`src/rtl/xm23_pkg.sv`:
```
`default_nettype none
// ============================================================================
//  Module      : xm23_pkg
//  Description : Shared types, register indices, constant-bank table and
//                byte-merge helper for the XM23 write-back path.
//  Revision    : 1.0  initial release
// ============================================================================
package xm23_pkg;

    // One register-file write request as presented by a producer
    typedef struct packed {
        logic        we;
        logic [2:0]  dst;
        logic [15:0] data;
        logic        byte_mode;
    } wb_req_t;

    // Architectural aliases within R0-R7
    localparam int REG_LR = 5;
    localparam int REG_SP = 6;
    localparam int REG_PC = 7;

    // Bank 1 operand constants, index 7 in the MSB slot
    localparam logic [7:0][15:0] CONST_TABLE = {
        16'hFFFF, 16'h0020, 16'h0010, 16'h0008,
        16'h0004, 16'h0002, 16'h0001, 16'h0000
    };

    // Byte mode replaces only the low lane and keeps the old high lane
    function automatic logic [15:0] merge_byte(
        input logic [15:0] old_val,
        input logic [15:0] new_val,
        input logic        byte_mode
    );
        merge_byte = byte_mode ? {old_val[15:8], new_val[7:0]} : new_val;
    endfunction

endpackage : xm23_pkg
`default_nettype wire

```
`src/rtl/wb_pend_buf.sv`:
```
`default_nettype none
// ============================================================================
//  Module      : wb_pend_buf
//  Description : One-entry holding register for a deferred write-back
//                request, with load/drain controls and a valid flag.
//  Revision    : 1.0  initial release
// ============================================================================
module wb_pend_buf
    import xm23_pkg::*;
(
    input  logic    clk,
    input  logic    rst_n,
    input  logic    i_load,
    input  logic    i_drain,
    input  wb_req_t i_req,
    output logic    o_valid,
    output wb_req_t o_req
);

    logic    r_valid;
    wb_req_t r_req;

    // Capture on load, release on drain; load takes precedence
    always_ff @(posedge clk or negedge rst_n) begin
        if (!rst_n) begin
            r_valid <= 1'b0;
            r_req   <= '0;
        end else if (i_load) begin
            r_valid <= 1'b1;
            r_req   <= i_req;
        end else if (i_drain) begin
            r_valid <= 1'b0;
        end
    end

    assign o_valid = r_valid;
    assign o_req   = r_req;

endmodule : wb_pend_buf
`default_nettype wire

```
`src/rtl/gprc_writeback.sv`:
```
`default_nettype none
// ============================================================================
//  Module      : gprc_writeback
//  Description : R0-R7 register file with a single write slot shared by the
//                execute and load ports, a one-entry collision buffer that
//                stalls producers, and a fetch-path PC update on R[PC_IDX].
//                Publishes GPRs (bank 0) and constants (bank 1).
//  Revision    : 1.0  initial release
// ============================================================================
module gprc_writeback
    import xm23_pkg::*;
#(
    parameter int                DATA_W   = 16,
    parameter int                PC_IDX   = REG_PC,
    parameter logic [DATA_W-1:0] PC_RESET = '0
) (
    input  logic                          clk,
    input  logic                          rst_n,
    input  logic                          ex_we,
    input  logic [2:0]                    ex_dst,
    input  logic [DATA_W-1:0]             ex_data,
    input  logic                          ex_byte,
    input  logic                          ld_we,
    input  logic [2:0]                    ld_dst,
    input  logic [DATA_W-1:0]             ld_data,
    input  logic                          ld_byte,
    input  logic                          pc_we,
    input  logic [DATA_W-1:0]             pc_next,
    output logic [1:0][7:0][DATA_W-1:0]   gprc,
    output logic                          stall
);

    logic [7:0][DATA_W-1:0] r_gpr;

    wb_req_t w_ex_req;
    wb_req_t w_ld_req;
    wb_req_t w_commit;
    wb_req_t w_pend_req;
    logic    w_pend_valid;
    logic    w_pend_load;
    logic    w_pend_drain;

    assign w_ex_req = '{we: ex_we, dst: ex_dst, data: ex_data, byte_mode: ex_byte};
    assign w_ld_req = '{we: ld_we, dst: ld_dst, data: ld_data, byte_mode: ld_byte};

    wb_pend_buf u_pend (
        .clk     (clk),
        .rst_n   (rst_n),
        .i_load  (w_pend_load),
        .i_drain (w_pend_drain),
        .i_req   (w_ld_req),
        .o_valid (w_pend_valid),
        .o_req   (w_pend_req)
    );

    // Slot arbitration: pending entry first, then execute, then load
    always_comb begin
        w_commit     = '0;
        w_pend_load  = 1'b0;
        w_pend_drain = 1'b0;
        if (w_pend_valid) begin
            // Producers are stalled, so their requests are ignored this cycle
            w_commit     = w_pend_req;
            w_pend_drain = 1'b1;
        end else if (ex_we) begin
            w_commit    = w_ex_req;
            w_pend_load = ld_we;
        end else if (ld_we) begin
            w_commit = w_ld_req;
        end
    end

    // Register file: GPR commit beats the fetch-path PC update
    always_ff @(posedge clk or negedge rst_n) begin
        if (!rst_n) begin
            for (int i = 0; i < 8; i++) begin
                r_gpr[i] <= (i == PC_IDX) ? PC_RESET : '0;
            end
        end else begin
            for (int i = 0; i < 8; i++) begin
                if (w_commit.we && (int'(w_commit.dst) == i)) begin
                    r_gpr[i] <= merge_byte(r_gpr[i], w_commit.data, w_commit.byte_mode);
                end else if (pc_we && (i == PC_IDX)) begin
                    r_gpr[i] <= pc_next;
                end
            end
        end
    end

    assign gprc[0] = r_gpr;
    assign gprc[1] = CONST_TABLE;
    assign stall   = w_pend_valid;

endmodule : gprc_writeback
`default_nettype wire

```
`config.mk`:
```
export PLATFORM = sky130hd
export DESIGN_NAME = gprc_writeback
export DESIGN_NICKNAME = d
export VERILOG_FILES = /design/src/rtl/xm23_pkg.sv /design/src/rtl/wb_pend_buf.sv /design/src/rtl/gprc_writeback.sv
export SDC_FILE = /design/constraint.sdc
export NUM_CORES = 1
export LEC_CHECK = 0
export CAP_MARGIN = 20
export CORE_ASPECT_RATIO = 1.75
export CORE_UTILIZATION = 28
export DETAILED_ROUTE_END_ITERATION = 8
export SYNTH_ARGS = -nofsm -noshare
export SYNTH_HDL_FRONTEND = slang
export SYNTH_SLANG_ARGS = --single-unit
```
`constraint.sdc`:
```
create_clock -name clk -period 5.6 [get_ports clk]
set_input_delay 0.56 -clock clk [delete_from_list [all_inputs] [get_ports clk]]
set_output_delay 0.56 -clock clk [all_outputs]
set_load 0.02 [all_outputs]
```
==> flow_summary.ini, run 1 <==
[clock_network]
cts_tree = built
ctsHoldBuffers = 0
cts_made_buffers = 17
postCtsSetupBuffers = 0
cts_resized = 0
clkSinkCount = 150
clk_path_buf_depth = 2
clkLatencyLatePin_ps = 420
h-tree-depth = 4
clk_pin_slew_ps = 60
root_buffer = clkbuf_16

[setup_path]
arrival_ps = 3600
path_class = in2reg
cp-start-kind = input port
end_kind = flip-flop
cpPeakStageDelay_ps = 960
required_ps = 5910
cp_max_fo = 27
cpMaxStageDelayCell = clkdlybuf4s50_1
path_cells = clkdlybuf4s50_1 -> a21oi_1 -> a22o_1 -> nand2_1 -> nor3_2 -> mux2_2

[logic_synthesis]
synth_seq_cells = 150
netlist.area_leader.share_pct = 51.1
yosysSeqAreaShare_pct = 51.1
synth_area_um2 = 7350
synth.distinct_cells = 35
synth_commonest_cells = 150 x dfrtp_1, 132 x buf_4, 99 x mux2_2, 47 x nand2_1, 24 x mux2_4
synth-edff-count = 0
yosys_warnings = 0
synth-main-ff-cell = dfrtp_1
synth.most_common_cell = dfrtp_1
synth_area_leader_cell = dfrtp_1
synth.area.top_cells = dfrtp_1 51%, mux2_2 15%, buf_4 13%
postSynth.asyncResetShare_pct = 100
synth.avg_cell_area_um2 = 12.5
postSynthCellCount = 586

[place]
portBuffers = 189
dpl_cell_area_um2 = 9110
dpl.hpwl_um = 14600
gp_congestion = 0.753

[sta]
setup_violations = 0
tightest_slew_ps = 1040
relSlewSlack_pct = 30.0
rsz0062_at_grt = no
fin_setup_tns_ps = 0
finalCriticalPeriod_ps = 3290
max_freq_mhz = 304
finalClockSkew_ps = 9.14
finalHoldViolations = 0
maxSlewViolCount = 0
final.period_utilization_pct = 58.8

[route]
vias = 4800
first_pass_iters = 4
wire_per_inst_um = 17.5
drcViolationCount = 0
drt_iter0_drc = 163
via_per_inst = 4.30
drt_wl_total_um = 19500
drtAntennaViolNets = 0

[global_routing]
grt_pass1_wl_um = 29600
grt_max_degree = 78
grt_pass1_vias = 4803
antenna_found_initial = 0
grtUsageTotal_pct = 14.8
gr-total-overflow = 0

[layout]
nFillCells = 2518
area_growth_pct = 33.8
multi_input_area_um2 = 2960
final_nets = 845
antenna_cells = 0
stdcell_area_um2 = 9830
drive_above_1_share_pct = 22.2
seqCellArea_um2 = 3750

[die]
initial_core_util_pct = 28.4
die_h_um = 216
die_x_um = 124
die_area_um2 = 26900
io_pins = 318
core_area_um2 = 25900
num_rows = 78

[min_path]
hold_path.class = in2async

[power]
p_leak_nw = 4.49
power.density_nw_per_um2 = 503
worst_ir_drop_vdd_uv = 253

[run_status]
status = finished, final reports clean

[run]
drv_cap = 0
metal layers:
metal,GRT usage (%),up-vias,part of all wire (%)
li1,-,2171,-
met1,15.7,2383,37
met2,27.8,226,56
met3,3.48,20,5.0
met4,5.90,0,2.3
met5,0,-,0
cell families after synthesis:
| kind of cell | count (synthesis) | synth area share, % |
|---|---|---|
| DFF | 150 | 51.1 |
| muxes | 131 | 21.2 |
| and+or+nand+nor | 87 | 6.52 |
| other | 2 | 0.102 |
| buffers and inverters | 153 | 15.1 |
| AOI/OAI and AO/OA | 63 | 6.08 |
critical path: cells and delay by family:
family	cells	cell delay [ps]
multiplexers	1	410
AND/OR/NAND/NOR	2	860
AO/OA/AOI/OAI	2	790
buffers and inverters	1	960
power by group:
group	leakage, nW	switching (mW)	internal (mW)
clock network	0.329	0.460	0.892
logic	2.30	0.931	0.974
registers	1.87	0.226	1.46
total	4.49	1.62	3.33
cell usage in the layout, fill, tap and decap left out, drive strengths merged, types with 5 or more instances in the layout:
| cell type | n |
|---|---|
| nor2 | 9 |
| a21oi | 13 |
| clkdlybuf4s50 | 188 |
| and2b | 5 |
| nand3b | 5 |
| mux2 | 123 |
| o21ai | 17 |
| nor3 | 6 |
| conb | 128 |
| nand2 | 47 |
| mux2i | 8 |
| a221o | 8 |
| nor2b | 5 |
| clkbuf | 19 |
| bufinv | 7 |
| buf | 13 |
| a22oi | 19 |
| dfrtp | 150 |
final timing paths:
check	depth (start not counted)	slack (ps)	start	endpoint
min in group clk	2	480	u_pend.o_req[7]$_DFFE_PN0P_	u_pend.o_req[7]$_DFFE_PN0P_
min	1	150	rst_n	gprc[42]$_DFFE_PN0P_
max reg2reg	6	2590	u_pend.o_valid$_DFFE_PN0P_	gprc[124]$_DFFE_PN0P_
max	6	2310	ex_we	gprc[73]$_DFFE_PN0P_
min reg2reg	2	480	u_pend.o_req[7]$_DFFE_PN0P_	u_pend.o_req[7]$_DFFE_PN0P_
max in group asynchronous	3	4310	rst_n	gprc[31]$_DFFE_PN0P_
per-stage QoR:
step	cells	power, mW	setup WS, ps	hold WS, ps	utilization (%)
final	1117	4.94	2310	147	38.0
after global routing	1117	5.18	2160	204	38.0
after CTS	1116	5.02	2300	169	37.9
after detailed placement	1084	3.63	1850	462	35.2
after global placement	1084	3.61	1840	457	35.2
after floorplan	712	2.73	3380	264	-
sequential cells by signal, indices dropped and copies added, names as in the netlist:
register and flops:
gprc 128, u_pend.o_valid 1, u_pend.o_req 21
final cells by class:
type	count	share of cell area, %
inverters	5	0.191
clock buffers	19	4.50
clock inverters	13	2.56
repair buffers	201	20.4
multi-input cells	409	30.1
flip-flops and latches	150	38.2
well taps	320	4.07
Note: power is estimated with default switching activity, not from simulation.
==> run 2, diff against run 1 <==
==> constraint.sdc (replaced) <==
create_clock -name clk -period 3.3 [get_ports clk]
set_input_delay 0.33 -clock clk [delete_from_list [all_inputs] [get_ports clk]]
set_output_delay 0.33 -clock clk [all_outputs]
set_load 0.02 [all_outputs]
==> flow_summary.ini, run 2 (synthesis results as in run 1) <==
[sta]
tightest_slew_ps = 972
finalClockSkew_ps = 6.99
fin_setup_tns_ps = 0
finalCriticalPeriod_ps = 2530
maxSlewViolCount = 0
finalHoldViolations = 0
relSlewSlack_pct = 34.8
rsz0062_at_grt = no
whs_ps = 473
final.period_utilization_pct = 76.7
setup_violations = 0
max_freq_mhz = 395

[clock_network]
clkSinkCount = 150
cts_tree = built
root_buffer = clkbuf_16
clk_path_buf_depth = 2
clk_pin_slew_ps = 60
postCtsSetupBuffers = 0
h-tree-depth = 4
clkLatencyLatePin_ps = 420
cts_made_buffers = 17

[layout]
multi_input_area_um2 = 2960
seqCellArea_um2 = 3750
final_cell_count_no_fill = 1128
drive_above_1_share_pct = 23.1
final_common_cell = clkdlybuf4s50_1
largest_reg_flops = 128
final_cell_mix = 188 x clkdlybuf4s50_1, 150 x dfrtp_1, 128 x conb_1, 99 x mux2_2, 47 x nand2_1
antenna_cells = 0
final_nets = 856
area_growth_pct = 33.9
nFillCells = 2515

[power]
p_leak_nw = 4.51
worst_ir_drop_vdd_uv = 434
power.density_nw_per_um2 = 829

[run_status]
status = finished, final reports clean

[setup_path]
end_kind = primary output
required_ps = 2970
path_class = reg2out
cp-start-kind = flip-flop
cp_max_fo = 33
arrival_ps = 2200

[route]
via_per_inst = 4.27
first_pass_iters = 4
drt_wl_total_um = 19200
drcViolationCount = 0
vias = 4816
drt_iter0_drc = 139
drtAntennaViolNets = 0
wire_per_inst_um = 17.1

[global_routing]
grt_pass1_vias = 4918
grt_max_degree = 79
grtUsageTotal_pct = 14.7
grt_pass1_wl_um = 29600
antenna_found_initial = 0
gr-total-overflow = 0

[die]
num_rows = 78
die_area_um2 = 26900
core_area_um2 = 25900
die_h_um = 216
die_x_um = 124
io_pins = 318
initial_core_util_pct = 28.4

[place]
gp_congestion = 0.777
dp_cells = 1095
dpl.hpwl_um = 14400
portBuffers = 189

[run]
drv_cap = 0

[min_path]
hold_path.class = reg2reg
[run 2: cell count changes in the layout (fill, tap and decap cells not counted)]
| cell | change |
|---|---|
| dlygate4sd3_1 | +1 |
| clkinv_4 | +1 |
| buf_4 | +10 |
| buf_16 | -1 |
| buf_12 | +1 |
| clkinv_2 | +2 |
| bufinv_16 | -3 |
[run 2: path summary, 6_finish.rpt]
check	startpoint	end	slack, ps	depth (start not counted)
setup / recovery	u_pend.o_valid$_DFFE_PN0P_	stall	770	2
hold / removal	u_pend.o_req[3]$_DFFE_PN0P_	u_pend.o_req[3]$_DFFE_PN0P_	470	2
setup reg to reg	u_pend.o_valid$_DFFE_PN0P_	gprc[126]$_DFFE_PN0P_	830	5
hold reg to reg	u_pend.o_req[3]$_DFFE_PN0P_	u_pend.o_req[3]$_DFFE_PN0P_	470	2
max in group asynchronous	rst_n	gprc[39]$_DFFE_PN0P_	1930	3
min in group asynchronous	rst_n	gprc[31]$_DFFE_PN0P_	510	2
[run 2: repair_timing]
action / in CTS / in global routing
resized for setup: 0 / 0
hold buffers: 1 / 0
endpoints found under the hold margin: 77 / 0
[run 2: cell type report]
cell class | instances | share of cell area, %
Inverter | 5 | 0.191
Timing Repair Buffer | 212 | 21.1
Tap cell | 320 | 4.07
Multi-Input combinational cell | 409 | 30.1
Sequential cell | 150 | 38.2
Clock inverter | 13 | 1.83
Clock buffer | 19 | 4.50
[run 2: worst max-delay path, cell delays in order (launching register included)]
cell and delay, ps:
dfrtp_1 680, buf_4 420, clkdlybuf4s50_1 680
[run 2: through the flow]
step           total power, mW  instance area (um2)  util [%]  setup slack [ps]
3_3_place_gp              6.12                 9210      35.6               529
2_1_floorplan             4.63                 7820         -              1150
6_report                  8.16                 9840      38.0               768
4_1_cts                   8.29                 9840      38.0               724
5_1_grt                   8.58                 9840      38.0               658
3_5_place_dp              6.16                 9210      35.6               474
[run 2: where the power goes]
part / internal (mW) / switching [mW] / total (mW)
Sequential: 2.48 / 0.358 / 2.84
Combinational: 1.67 / 1.58 / 3.25
Clock: 1.28 / 0.790 / 2.07
[run 2: routing by layer]
| metal | share of wire [%] | track usage (%) |
|---|---|---|
| met1 | 36 | 15.0 |
| met2 | 55 | 27.3 |
| met4 | 3.4 | 7.83 |
| met3 | 5.6 | 3.70 |
| met5 | 0 | 0 |
==> run 3, diff against run 2 <==
==> constraint.sdc (replaced) <==
create_clock -name clk -period 2.5 [get_ports clk]
set_input_delay 0.25 -clock clk [delete_from_list [all_inputs] [get_ports clk]]
set_output_delay 0.25 -clock clk [all_outputs]
set_load 0.02 [all_outputs]
==> flow_summary.ini, run 3 (synthesis results as in run 1) <==
[place]
portBuffers = 189
gp_congestion = 0.788
dpl.hpwl_um = 14900
pre_cts_ws_ps = -5.82

[run]
drv_cap = 0

[global_routing]
grt_pass1_vias = 4814
grt_pass1_wl_um = 29800
grt_max_degree = 64
grtUsageTotal_pct = 15.0
gr-total-overflow = 0
grt_use_met2_pct = 28.0
grt_use_met3_pct = 4.20
antenna_found_initial = 0
busiest_layer = met2
use_met1_pct = 15.4

[sta]
max_freq_mhz = 454
relSlewSlack_pct = 53.1
finalClockSkew_ps = 10.7
rsz0062_at_grt = no
fin_setup_tns_ps = 0
setup_violations = 0
final.period_utilization_pct = 88.1
maxSlewViolCount = 0
tightest_slew_ps = 698
fin_ws_ps = 297
finalCriticalPeriod_ps = 2200
finalHoldViolations = 0

[setup_path]
cp_num_cells = 2
required_ps = 2250
crit_buf_inv = 2
path_cells = buf_4 -> clkdlybuf4s50_1
cp-start-kind = flip-flop
cp_max_fo = 30
arrival_ps = 1950
cpMaxStageDelayCell = clkdlybuf4s50_1
startpoint = u_pend.o_valid$_DFFE_PN0P_
reg2reg_depth = 6
crit_family = buffers and inverters
end_kind = primary output
r2r_start = u_pend.o_valid$_DFFE_PN0P_
cpPeakStageDelay_ps = 670
path_class = reg2out

[clock_network]
cts_made_buffers = 17
clk_path_buf_depth = 2
h-tree-depth = 4
clk_pin_slew_ps = 60
clkSinkCount = 150
cts_tree = built
clkLatencyLatePin_ps = 430
root_buffer = clkbuf_16

[die]
io_pins = 318
num_rows = 78
die_h_um = 216
core_area_um2 = 25900
die_area_um2 = 26900
die_x_um = 124
initial_core_util_pct = 28.4

[layout]
final_common_cell = clkdlybuf4s50_1
drive_above_1_share_pct = 25.1
fin_util_pct = 39.2
antenna_cells = 0
final_nets = 880
area_growth_pct = 38.0
largest_reg_flops = 128
final_cell_mix = 188 x clkdlybuf4s50_1, 150 x dfrtp_1, 128 x conb_1, 99 x mux2_2, 47 x nand2_1

[power]
p_leak_nw = 4.67
worst_ir_drop_vdd_uv = 660
power.density_nw_per_um2 = 1080

[route]
drtAntennaViolNets = 0
first_pass_iters = 4
vias = 4926
drt_iter0_drc = 118
drcViolationCount = 0
via_per_inst = 4.28
drt_wl_total_um = 19600
wire_per_inst_um = 17.1

[min_path]
hold_path.class = in2async

[run_status]
status = finished, final reports clean
-- run 3: cell types whose count changed in the layout (fill, tap and decap cells not counted), sizes merged --
cell      previous run  this run
buf                 23        47
clkinv               7         3
clkbuf              19        21
bufinv               4         5
clkinvlp             3         2
-- run 3: cell type report --
cell class,count,area [um2]
tap,320,400
clock buffer,21,460
sequential,150,3750
fill,2513,15700
multi-input combinational,409,2960
clock inverter,9,175
timing repair buffer,236,2370
inverter,5,18.8
-- run 3: layer usage --
layer | share of wire, % | wire length, um
met1 | 37 | 7160
met2 | 56 | 10900
met3 | 5.4 | 1070
met4 | 2.5 | 498
met5 | 0 | 0
-- run 3: through the flow --
stage | area, um2 | instances | power (mW) | hold slack [ps]
after floorplan | 7820 | 712 | 6.11 | -45.6
after global placement | 9500 | 1119 | 8.16 | 294
after detailed placement | 9500 | 1119 | 8.20 | 300
after CTS | 10100 | 1150 | 11.1 | 364
after global routing | 10100 | 1150 | 11.4 | 406
final | 10100 | 1150 | 10.9 | 392
-- run 3: final timing paths --
path | to | slack, ps
min in group clk | u_pend.o_req[1]$_DFFE_PN0P_ | 390
hold reg to reg | u_pend.o_req[2]$_DFFE_PN0P_ | 470
setup / recovery | stall | 300
setup reg to reg | gprc[26]$_DFFE_PN0P_ | 400
max in group asynchronous | gprc[83]$_DFFE_PN0P_ | 1380
hold / removal | gprc[90]$_DFFE_PN0P_ | 390
-- run 3: worst register-to-register path, stage by stage, from the launching register on --
cell	delay [ps]
dfrtp_1	480
buf_4	230
a22oi_2	370
nand2_1	230
nor3_4	200
buf_12	150
mux2_2	330
-- run 3: power breakdown --
group	leakage [nW]	internal, mW	total, mW	switching [mW]
clock network	0.305	1.81	2.81	1.00
logic	2.50	2.25	4.34	2.09
registers	1.87	3.28	3.77	0.497
-- run 3: timing repair --
action                     in CTS  in global routing
hold buffers                    1                  0
gates resized for setup         0                  0
setup buffers                   0                  0
hold endpoints to repair       61                  0
setup endpoints to repair       0                  0
